==> src/rtl/uart_tx_frame_if.sv <==
// Push-side bus of the UART transmitter: byte writes in, FIFO status out.
`timescale 1ns/1ps
interface uart_tx_frame_if #(
    parameter int FIFO_DEPTH = 16
);
    localparam int LW = $clog2(FIFO_DEPTH) + 1;

    logic          tx_we_i;
    logic [7:0]    din_i;
    logic          full_o;
    logic          empty_o;
    logic [LW-1:0] level_o;
    logic          overflow_o;

    modport master (output tx_we_i, din_i,
                    input  full_o, empty_o, level_o, overflow_o);
    modport slave  (input  tx_we_i, din_i,
                    output full_o, empty_o, level_o, overflow_o);
endinterface

==> src/rtl/uart_tx_frame.sv <==
// UART transmitter: TX FIFO feeding a 5-8 bit / parity / 1-2 stop serialiser.
// All outputs are flops; next-state values are precomputed so done_o and
// tx_bit_o line up exactly with the bit they describe.
`timescale 1ns/1ps
module uart_tx_frame #(
    parameter int FIFO_DEPTH = 16,
    parameter int DIV_WIDTH  = 16
) (
    input  logic                 clk_i,
    input  logic                 rst_ni,
    input  logic [DIV_WIDTH-1:0] baud_div_i,
    input  logic                 tx_en_i,
    input  logic [1:0]           data_bits_i,
    input  logic                 parity_en_i,
    input  logic                 parity_odd_i,
    input  logic                 stop2_i,
    uart_tx_frame_if.slave       fifo_if,
    output logic                 busy_o,
    output logic                 done_o,
    output logic                 tx_bit_o
);
    localparam int AW = $clog2(FIFO_DEPTH);

    typedef enum logic [2:0] {S_IDLE, S_START, S_DATA, S_PARITY, S_STOP} state_e;

    logic [7:0]           mem_q [FIFO_DEPTH];
    logic [AW:0]          wptr_q, rptr_q, level;
    logic                 full, empty, push, pop;
    logic [7:0]           head, used_mask;
    logic                 head_par;
    logic [DIV_WIDTH-1:0] nm1_in;

    state_e               state_q, state_d;
    logic [DIV_WIDTH-1:0] cnt_q, cnt_d, nm1_q;
    logic [2:0]           idx_q, idx_d, dlast_q;
    logic [7:0]           sh_q, sh_d;
    logic                 par_en_q, par_q, stop2_q;
    logic                 tx_q, tx_d, done_q, done_d, busy_q, ovf_q;
    logic                 bit_end, start_ok;

    assign level = wptr_q - rptr_q;
    assign full  = (level == (AW+1)'(FIFO_DEPTH));
    assign empty = (level == '0);
    assign push  = fifo_if.tx_we_i & ~full;
    assign head  = mem_q[rptr_q[AW-1:0]];

    // Parity covers only the bits the selected data length will send.
    assign used_mask = 8'hFF >> (2'd3 - data_bits_i);
    assign head_par  = ^(head & used_mask) ^ parity_odd_i;
    assign nm1_in    = (baud_div_i == '0) ? '0 : baud_div_i - DIV_WIDTH'(1);

    assign bit_end  = (cnt_q == nm1_q);
    assign start_ok = ~empty & tx_en_i;

    // FIFO storage; contents need no reset since pointers gate visibility.
    always_ff @(posedge clk_i) begin
        if (push) mem_q[wptr_q[AW-1:0]] <= fifo_if.din_i;
    end

    // Frame FSM next state, bit counters, pop decision and registered outputs.
    always_comb begin
        state_d = state_q;
        cnt_d   = cnt_q + DIV_WIDTH'(1);
        idx_d   = idx_q;
        sh_d    = sh_q;
        pop     = 1'b0;
        unique case (state_q)
            S_IDLE: begin
                cnt_d = '0;
                if (start_ok) begin
                    pop     = 1'b1;
                    sh_d    = head;
                    idx_d   = '0;
                    state_d = S_START;
                end
            end
            S_START: if (bit_end) begin
                cnt_d   = '0;
                idx_d   = '0;
                state_d = S_DATA;
            end
            S_DATA: if (bit_end) begin
                cnt_d = '0;
                sh_d  = sh_q >> 1;
                if (idx_q == dlast_q) begin
                    idx_d   = '0;
                    state_d = par_en_q ? S_PARITY : S_STOP;
                end else begin
                    idx_d = idx_q + 3'd1;
                end
            end
            S_PARITY: if (bit_end) begin
                cnt_d   = '0;
                idx_d   = '0;
                state_d = S_STOP;
            end
            S_STOP: if (bit_end) begin
                cnt_d = '0;
                if (idx_q == {2'b00, stop2_q}) begin
                    idx_d = '0;
                    if (start_ok) begin
                        // Back-to-back: next START follows with no idle cycle.
                        pop     = 1'b1;
                        sh_d    = head;
                        state_d = S_START;
                    end else begin
                        state_d = S_IDLE;
                    end
                end else begin
                    idx_d = idx_q + 3'd1;
                end
            end
            default: state_d = S_IDLE;
        endcase

        unique case (state_d)
            S_START:  tx_d = 1'b0;
            S_DATA:   tx_d = sh_d[0];
            S_PARITY: tx_d = par_q;
            default:  tx_d = 1'b1;
        endcase
        done_d = (state_d == S_STOP) && (cnt_d == nm1_q) && (idx_d == {2'b00, stop2_q});
    end

    // State, pointers, latched frame config and output flops.
    always_ff @(posedge clk_i or negedge rst_ni) begin
        if (!rst_ni) begin
            state_q  <= S_IDLE;
            cnt_q    <= '0;
            idx_q    <= '0;
            sh_q     <= '0;
            nm1_q    <= '0;
            dlast_q  <= '0;
            par_en_q <= 1'b0;
            par_q    <= 1'b0;
            stop2_q  <= 1'b0;
            wptr_q   <= '0;
            rptr_q   <= '0;
            tx_q     <= 1'b1;
            done_q   <= 1'b0;
            busy_q   <= 1'b0;
            ovf_q    <= 1'b0;
        end else begin
            state_q <= state_d;
            cnt_q   <= cnt_d;
            idx_q   <= idx_d;
            sh_q    <= sh_d;
            if (pop) begin
                nm1_q    <= nm1_in;
                dlast_q  <= {1'b1, data_bits_i};
                par_en_q <= parity_en_i;
                par_q    <= head_par;
                stop2_q  <= stop2_i;
            end
            if (push) wptr_q <= wptr_q + (AW+1)'(1);
            if (pop)  rptr_q <= rptr_q + (AW+1)'(1);
            tx_q   <= tx_d;
            done_q <= done_d;
            busy_q <= (state_d != S_IDLE);
            ovf_q  <= fifo_if.tx_we_i & full;
        end
    end

    assign fifo_if.full_o     = full;
    assign fifo_if.empty_o    = empty;
    assign fifo_if.level_o    = level;
    assign fifo_if.overflow_o = ovf_q;
    assign busy_o             = busy_q;
    assign done_o             = done_q;
    assign tx_bit_o           = tx_q;
endmodule

==> src/flat_wrapper.sv <==
// flat-port wrapper written by rule: the top's interface ports become plain ports
module uart_tx_frame_flat 
#(
    parameter int FIFO_DEPTH = 16,
    parameter int DIV_WIDTH  = 16
)
  (clk_i, rst_ni, baud_div_i, tx_en_i, data_bits_i, parity_en_i, parity_odd_i, stop2_i, busy_o, done_o, tx_bit_o, fifo_if_tx_we_i, fifo_if_din_i, fifo_if_full_o, fifo_if_empty_o, fifo_if_level_o, fifo_if_overflow_o);
  uart_tx_frame_if #(.FIFO_DEPTH(FIFO_DEPTH)) fifo_if_i ();
  input  logic clk_i;
  input  logic rst_ni;
  input  logic [DIV_WIDTH-1:0] baud_div_i;
  input  logic tx_en_i;
  input  logic [1:0] data_bits_i;
  input  logic parity_en_i;
  input  logic parity_odd_i;
  input  logic stop2_i;
  output logic busy_o;
  output logic done_o;
  output logic tx_bit_o;
  input wire logic [$bits(fifo_if_i.tx_we_i)-1:0] fifo_if_tx_we_i;
  input wire logic [$bits(fifo_if_i.din_i)-1:0] fifo_if_din_i;
  output wire logic [$bits(fifo_if_i.full_o)-1:0] fifo_if_full_o;
  output wire logic [$bits(fifo_if_i.empty_o)-1:0] fifo_if_empty_o;
  output wire logic [$bits(fifo_if_i.level_o)-1:0] fifo_if_level_o;
  output wire logic [$bits(fifo_if_i.overflow_o)-1:0] fifo_if_overflow_o;
  assign fifo_if_i.tx_we_i = fifo_if_tx_we_i;
  assign fifo_if_i.din_i = fifo_if_din_i;
  assign fifo_if_full_o = fifo_if_i.full_o;
  assign fifo_if_empty_o = fifo_if_i.empty_o;
  assign fifo_if_level_o = fifo_if_i.level_o;
  assign fifo_if_overflow_o = fifo_if_i.overflow_o;
  uart_tx_frame #(.FIFO_DEPTH(FIFO_DEPTH), .DIV_WIDTH(DIV_WIDTH)) u_core (.clk_i(clk_i), .rst_ni(rst_ni), .baud_div_i(baud_div_i), .tx_en_i(tx_en_i), .data_bits_i(data_bits_i), .parity_en_i(parity_en_i), .parity_odd_i(parity_odd_i), .stop2_i(stop2_i), .fifo_if(fifo_if_i), .busy_o(busy_o), .done_o(done_o), .tx_bit_o(tx_bit_o));
endmodule
==> config.mk <==
export PLATFORM = sky130hd
export DESIGN_NAME = uart_tx_frame_flat
export DESIGN_NICKNAME = d
export VERILOG_FILES = /design/src/rtl/uart_tx_frame_if.sv /design/src/rtl/uart_tx_frame.sv /design/src/flat_wrapper.sv
export SDC_FILE = /design/constraint.sdc
export NUM_CORES = 1
export LEC_CHECK = 0
export ABC_AREA = 0
export BUFFER_PORTS_ARGS = -buffer_cell sky130_fd_sc_hd__buf_2
export CELL_PAD_IN_SITES_DETAIL_PLACEMENT = 2
export CELL_PAD_IN_SITES_GLOBAL_PLACEMENT = 2
export CORE_MARGIN = 2
export CORE_UTILIZATION = 25
export DETAILED_ROUTE_END_ITERATION = 12
export PLACE_DENSITY = 0.51
export SETUP_SLACK_MARGIN = 0.3
export SKIP_CTS_REPAIR_TIMING = 1
export SYNTH_ARGS = -nofsm -noshare
export SYNTH_HDL_FRONTEND = slang
export SYNTH_SLANG_ARGS = --single-unit
==> constraint.sdc <==
create_clock -name clk_i -period 3.83 [get_ports clk_i]
set_input_delay 0.1915 -clock clk_i [delete_from_list [all_inputs] [get_ports clk_i]]
set_output_delay 0.1915 -clock clk_i [all_outputs]
set_load 0.03 [all_outputs]
* Yosys cells after proc, flatten, opt, wreduce, memory -nomap -nowiden
Memories as Yosys holds them, arrays and structs flattened.
Index checks and enable logic that the tools add are counted.
** Word-level totals
- Bits in registers :: 66
- Bits of input ports :: 33
- Logic and storage cells :: 92
- Output and inout bits :: 11
- Bits in writable memories :: 128
- Memories :: 1
** Memories
- u_core.mem_q :: depth 16, bits a word 8, read ports 1, clocked after memory_dff 0, write ports 1, RTL line uart_tx_frame.sv:26 : logic [7:0] mem_q [FIFO_DEPTH];
** Operators by class
- Shifts and indexed selects :: 1
- Add/subtract/negate cells :: 7
- Mux-type cells :: 32
- Bitwise operators :: 7
- Reduce and logical (&&, ||, !) cells :: 11
- Equal/unequal tests :: 17
** Operator list (count)
- 3-bit 2-to-1 mux :: 14
- 16-bit == test :: 2
- 16-bit 2-to-1 mux :: 2
- 8-bit 2-to-1 mux :: 4
- 16-bit case mux with 2 select lines :: 1
- 8-bit case mux with 3 select lines :: 1
- 16-bit by 1-bit adder with 16-bit output (second input constant) :: 1
- 16-bit zero test :: 1
- 16-bit by 1-bit subtractor with 16-bit output (second input constant) :: 1
- 3-bit case mux with 5 select lines :: 1
- 3-bit by 2-bit == test with 1-bit output (second input constant) :: 4
- 3-bit case mux with 4 select lines :: 1
- 5-bit by 1-bit adder with 5-bit output (second input constant) :: 2
- 8-bit AND :: 1
- 8-bit parity :: 1
- 8-bit by 2-bit >> shifter with 8-bit output (first input constant) :: 1
- 3-bit by 1-bit == test with 1-bit output :: 2
- 3-bit by 1-bit == test with 1-bit output (second input constant) :: 2
- 3-bit == test (second input constant) :: 2
- 1-bit 2-to-1 mux :: 6
- 2-bit by 1-bit inequality test with 1-bit output (second input constant) :: 3
- 3-bit nonzero test :: 2
- 5-bit == test (second input constant) :: 1
- 5-bit zero test :: 1
- 14 further kinds :: 18

* Depth between registers and ports, before layout
- Word-level depth :: 11
- Gate-level depth with buffers :: 14
- Mapped depth without buffers :: 12

* Worst setup path after synthesis
No wires, ideal clock.
- Path type :: register to register
- Start point :: register u_core.rptr_q[1]
- End point :: memory u_core.mem_q[3][0], enable pin
- Period minus slack after synthesis :: 3.962 ns
- Path buffers :: 4
- Data required time :: 3.498 ns
- Arrival time :: 3.631 ns
- Setup slack :: -0.132 ns
- Setup time :: 0.332 ns
- Stages on the path, launching flop included :: 14
- Cell sequence :: dfrtp_1 -> clkbuf_1 -> buf_1 -> clkbuf_1 -> inv_1 -> ha_1 -> a21o_1 -> a21oi_1 -> mux2i_1 -> nor2b_1 -> nor2b_1 -> clkbuf_1 -> nor3b_1 -> and2_1
** Between the ends
- Longest elaborated chain between the ends :: 6
** RTL lines
- from (decl) :: RTL line uart_tx_frame.sv:27 : logic [AW:0] wptr_q, rptr_q, level;
- from (signal assigned) :: RTL line uart_tx_frame.sv:156 : if (pop) rptr_q <= rptr_q + (AW+1)'(1);
- 5-bit subtractor :: RTL line uart_tx_frame.sv:41 : assign level = wptr_q - rptr_q;
- 5-bit == test :: RTL line uart_tx_frame.sv:42 : assign full = (level == (AW+1)'(FIFO_DEPTH));
- net fifo_if_full_o :: RTL line flat_wrapper.sv:22 : output wire logic [$bits(fifo_if_i.full_o)-1:0] fifo_if_full_o;
- 1-bit inverter :: RTL line uart_tx_frame.sv:44 : assign push = fifo_if.tx_we_i & ~full;
- 1-bit AND :: RTL line uart_tx_frame.sv:44
- 1-bit 2-to-1 mux :: RTL line uart_tx_frame.sv:57 : if (push) mem_q[wptr_q[AW-1:0]] <= fifo_if.din_i;
- 1-bit 2-to-1 mux (not written as such) :: RTL line uart_tx_frame.sv:57
- to (decl) :: RTL line uart_tx_frame.sv:26
The timed path passes the listed nets, and every way through them passes these cells.

* Worst setup path after layout
- Start point :: register u_core.nm1_q[10]
- End point :: register u_core.done_q, in the netlist u_core.done_o
** Between the ends
- Longest elaborated chain between the ends :: 6
- Elaborated cells on any way between the ends :: 17
- Those cells by class :: eq/ne: 4; mux: 11; reduce/logical: 2
** RTL lines
- from (decl) :: RTL line uart_tx_frame.sv:34 : logic [DIV_WIDTH-1:0] cnt_q, cnt_d, nm1_q;
- from (signal assigned) :: RTL line uart_tx_frame.sv:149 : nm1_q <= nm1_in;
- 16-bit == test * :: RTL line uart_tx_frame.sv:52 : assign bit_end = (cnt_q == nm1_q);
- 3-bit 2-to-1 mux (on tied branches)
- 3-bit case mux with 5 select lines * :: RTL line uart_tx_frame.sv:67 : unique case (state_q)
- net u_core.state_d[2] :: RTL line uart_tx_frame.sv:33 : state_e state_q, state_d;
- 3-bit == test * :: RTL line uart_tx_frame.sv:122 : done_d = (state_d == S_STOP) && (cnt_d == nm1_q) && (idx_d == {2'b00, stop2_q});
- 1-bit logical AND * (2 in series) :: RTL line uart_tx_frame.sv:122
- net u_core.done_d :: RTL line uart_tx_frame.sv:38 : logic tx_q, tx_d, done_q, done_d, busy_q, ovf_q;
- to (signal assigned) :: RTL line uart_tx_frame.sv:158 : done_q <= done_d;
- to (decl) :: RTL line uart_tx_frame.sv:38
The timed path passes the listed nets; every way through them passes the cells marked *.
A chain may end at the register's enable or synchronous reset.

==> reports/results.tsv <==
stage	metric	value	unit
run_status	run_status	complete, no violations	
die	core_area	0.0354	sq mm
clocking	clkLatencyLatePin	0.45	ns
clocking	clock-sinks	194	
yosys	synth.distinct_cells	56	
min_path	hold_class	primary input to flop	
die	die_height	193	um
timing	peak_clock_frequency_supported_by_timing	302	MHz
worst_setup_path	crit_arrival	3.66	ns
timing	final_max_slew_viol_count	0	
routing	drtAntennaViolNets	0	
yosys	synth_compound_gate_area_share	7.21	%
yosys	syn_area	0.00894	sq mm
global_route	grt_first_pass_wirelength	37.7	mm
routing	dr_total_vias	5484	
power_and_ir_drop	power.share.switching	37.2	%
clocking	clk_path_buf_depth	2	
timing	layout_worst_path_cycle_share	86.5	%
clocking	root_buffer	sky130_fd_sc_hd__clkbuf_16	
yosys	ys_seq_area_share	61.5	%
routing	drt-pass1-iter-count	4	
die	fp.dieW	193	um
timing	slew_headroom	37.4	%
power_and_ir_drop	ir_drop	339	uV
yosys	yosys.area_share.simple	11.3	%
clocking	clk_transition_reported_paths	0.08	ns
die	start_util	25.3	%
placement	place_congestion	0.737	
worst_setup_path	cp-start-kind	flop	
power_and_ir_drop	cell_area_power_density	738	mW/mm^2
power_and_ir_drop	p_leak	0.00380	uW
timing	finalSetupTns	0	ns
routing	dr.first_iter.drc_count	236	
routing	final_wirelength	24.1	mm
global_route	antenna_found_initial	0	
timing	post-route-min-period	3.31	ns
yosys	post_synth_inst_count	655	
routing	drcViolationCount	0	
finish	net_count_of_the_finished_layout	759	
yosys	yosysWarnings	0	
placement	post_dp_hpwl	17.3	mm
timing	timing.hold.ws	0.00860	ns
worst_setup_path	critPathMostFrequentCell	sky130_fd_sc_hd__or4_1	
placement	portBuffers	43	
power_and_ir_drop	pwr-share-comb	38.4	%
worst_setup_path	crit_fanout	15	
power_and_ir_drop	netSwitchingPower	2880	uW
timing	worst-slew-pin-transition	0.939	ns
clocking	ctsHtreeMaxLevel	4	
clocking	cts_buffers	17	
routing	routed_via_density	4.62	
worst_setup_path	worst_ep_required	4.18	ns
yosys	synth_edf_count	128	
die	num_rows	69	
finish	layout-area-overhead-vs-synth	17.3	%
finish	antennaDiodeCount	0	
yosys	async_flop_share	34.0	%
worst_setup_path	critPathSlowestCell	sky130_fd_sc_hd__or4_1	
yosys	synth_xor_area_share	7.15	%
worst_setup_path	cpPeakStageDelay	0.48	ns
global_route	grt_util_all_layers	13.8	%
timing	setup_viol	0	
timing	fin_skew	0.0118	ns
yosys	ys_ff_latch	194	
job	max_cap_viol_count	0	
routing	routedWlPerCell	20.3	um
yosys	postSynth.topFlopCell	sky130_fd_sc_hd__edfxtp_1	
die	die-area	0.0373	sq mm
yosys	dominant_combinational_cell_family_by_area_after_synthesis	simple AND/OR/NAND/NOR gates	
worst_setup_path	path_cells	xor2_1 -> nor4_1 -> nand4_2 -> buf_4 -> o21bai_1 -> o31ai_2 -> nand4_1 -> or4_1 -> or4_1 -> nor4_2	
die	num_io_pins	44	
yosys	post_synth_fa_ha_maj_area_fraction	1.90	%
worst_setup_path	crit_path_end_kind	flop	
power_and_ir_drop	pwr-share-seq	38.3	%
power_and_ir_drop	intPower	4860	uW
global_route	grt_max_degree	67	
finish	layout_cells_sized_above_1	22.2	%
timing	hold_viol_final	0	
yosys	mappedNetlistNets	701	
worst_setup_path	critPathKind	flop to flop	
global_route	globalRouteOverflowTotal	0	
power_and_ir_drop	clkPwrFrac	23.2	%
timing	rsz_0062_raised_after_global_routing	no	
yosys	yosys-mux-area-fraction	9.17	%
clocking	tritoncts_clock_tree	built	
yosys	synth.avg_cell_area	13.7	sq um
global_route	number_of_global_route_vias_before_repair	6085	
==> registers in the layout, summed over array words and instances, names as in the netlist, 3 cells and up <==
register and cells:
u_core.wptr_q 5, u_core.mem_q 128, u_core.idx_q 3, u_core.rptr_q 5, u_core.cnt_q 16, u_core.nm1_q 16, u_core.dlast_q 3, u_core.sh_q 8
u_core.state_q 3
==> stage by stage <==
step | utilization [%] | std cells | setup slack (ns) | power [uW] | area, sq um
after floorplan | - | 655 | 0.367 | 5030 | 8970
after detailed placement | 27.6 | 1147 | 0.287 | 5980 | 9780
after global routing | 29.6 | 1187 | 0.308 | 8260 | 10500
after CTS | 29.3 | 1179 | 0.246 | 7800 | 10400
final | 29.6 | 1187 | 0.518 | 7740 | 10500
after global placement | 27.6 | 1147 | 0.423 | 5900 | 9780
==> cell usage after synthesis, types with 13 or more instances <==
master	n	area share, %
sky130_fd_sc_hd__dfrtp_1	65	18
sky130_fd_sc_hd__o31ai_1	13	1.1
sky130_fd_sc_hd__edfxtp_1	128	43
sky130_fd_sc_hd__nor2_1	55	2.3
sky130_fd_sc_hd__xor2_1	31	3.0
sky130_fd_sc_hd__nand2_1	53	2.2
sky130_fd_sc_hd__o21ai_0	14	0.78
sky130_fd_sc_hd__clkbuf_1	21	0.88
sky130_fd_sc_hd__nor3_1	14	0.78
sky130_fd_sc_hd__xnor2_1	42	4.1
sky130_fd_sc_hd__and2_1	19	1.3
sky130_fd_sc_hd__inv_1	17	0.71
sky130_fd_sc_hd__mux4_2	35	8.8
sky130_fd_sc_hd__a21oi_1	17	0.95
==> final timing paths <==
kind	endpoint	from	slack [ns]	depth (start not counted)
worst max-delay path	u_core.done_o$_DFF_PN0_	u_core.nm1_q[10]$_DFFE_PN0P_	0.52	10
worst min-delay path	u_core.dlast_q[1]$_DFFE_PN0P_	data_bits_i[1]	0.009	3
worst max register to register	u_core.done_o$_DFF_PN0_	u_core.nm1_q[10]$_DFFE_PN0P_	0.52	10
worst min register to register	u_core.dlast_q[2]$_DFFE_PN0P_	u_core.dlast_q[2]$_DFFE_PN0P_	0.49	1
max in group asynchronous	u_core.rptr_q[0]$_DFFE_PN0P_	rst_ni	2.77	2
min in group asynchronous	u_core.idx_q[0]$_DFF_PN0_	rst_ni	0.42	2
==> cell type report <==
class	count	area [sq um]
Clock inverter	15	153
Inverter	18	71.3
Sequential cell	194	5500
Multi-Input combinational cell	418	3370
Timing Repair Buffer	64	392
Fill cell	3737	24900
Tap cell	461	577
Clock buffer	17	425
==> power by group through the flow <==
stage                     clock network, uW  logic, uW  registers, uW
after floorplan                           0       2140           2880
after global placement                    0       2900           3000
after detailed placement                  0       2960           3020
after CTS                              1850       2970           2980
after global routing                   1930       3310           3020
final                                  1800       2970           2970
==> layout by cell type, fill, tap and decap left out, types with 5 or more instances in the layout <==
cell type and instances:
sky130_fd_sc_hd__a21oi_1 17, sky130_fd_sc_hd__nor3_1 14, sky130_fd_sc_hd__a22o_1 5, sky130_fd_sc_hd__nand2_1 53, sky130_fd_sc_hd__and3_1 5, sky130_fd_sc_hd__edfxtp_1 128, sky130_fd_sc_hd__a221o_1 6, sky130_fd_sc_hd__clkbuf_16 17
sky130_fd_sc_hd__xnor2_1 40, sky130_fd_sc_hd__ha_1 12, sky130_fd_sc_hd__nand3_1 9, sky130_fd_sc_hd__a22oi_1 5, sky130_fd_sc_hd__inv_1 16, sky130_fd_sc_hd__and2_2 6, sky130_fd_sc_hd__nand2b_1 5, sky130_fd_sc_hd__o21ai_0 14
sky130_fd_sc_hd__and2_4 10, sky130_fd_sc_hd__nand4_1 9, sky130_fd_sc_hd__a31oi_1 5, sky130_fd_sc_hd__or3_1 7, sky130_fd_sc_hd__o31ai_1 13, sky130_fd_sc_hd__buf_2 42, sky130_fd_sc_hd__xor2_1 31, sky130_fd_sc_hd__nor2b_1 5
sky130_fd_sc_hd__nor2_1 55, sky130_fd_sc_hd__mux4_2 35, sky130_fd_sc_hd__dlygate4sd3_1 5, sky130_fd_sc_hd__dfrtp_1 64, sky130_fd_sc_hd__buf_4 16
==> per-layer routing <==
| metal | track usage [%] | vias up | share of wire [%] |
|---|---|---|---|
| met5 | 0 | - | 0 |
| li1 | - | 2557 | - |
| met3 | 2.62 | 24 | 2.2 |
| met2 | 23.9 | 53 | 52 |
| met1 | 17.5 | 2850 | 45 |
| met4 | 4.49 | 0 | 1.6 |
==> critical path: cells and delay by family, from the launching register on <==
kind	cells	cell delay (ns)
compound gates	2	0.51
simple gates	6	1.80
flops	1	0.47
buf+inv	1	0.24
xor+xnor	1	0.19
==> kinds of logic after synthesis <==
logic type / Yosys count
compound gates: 90
xor+xnor: 73
fa+ha+maj: 13
buf+inv: 43
flops: 194
mux: 38
simple gates: 204
Note: power is estimated with default switching activity, not from simulation.
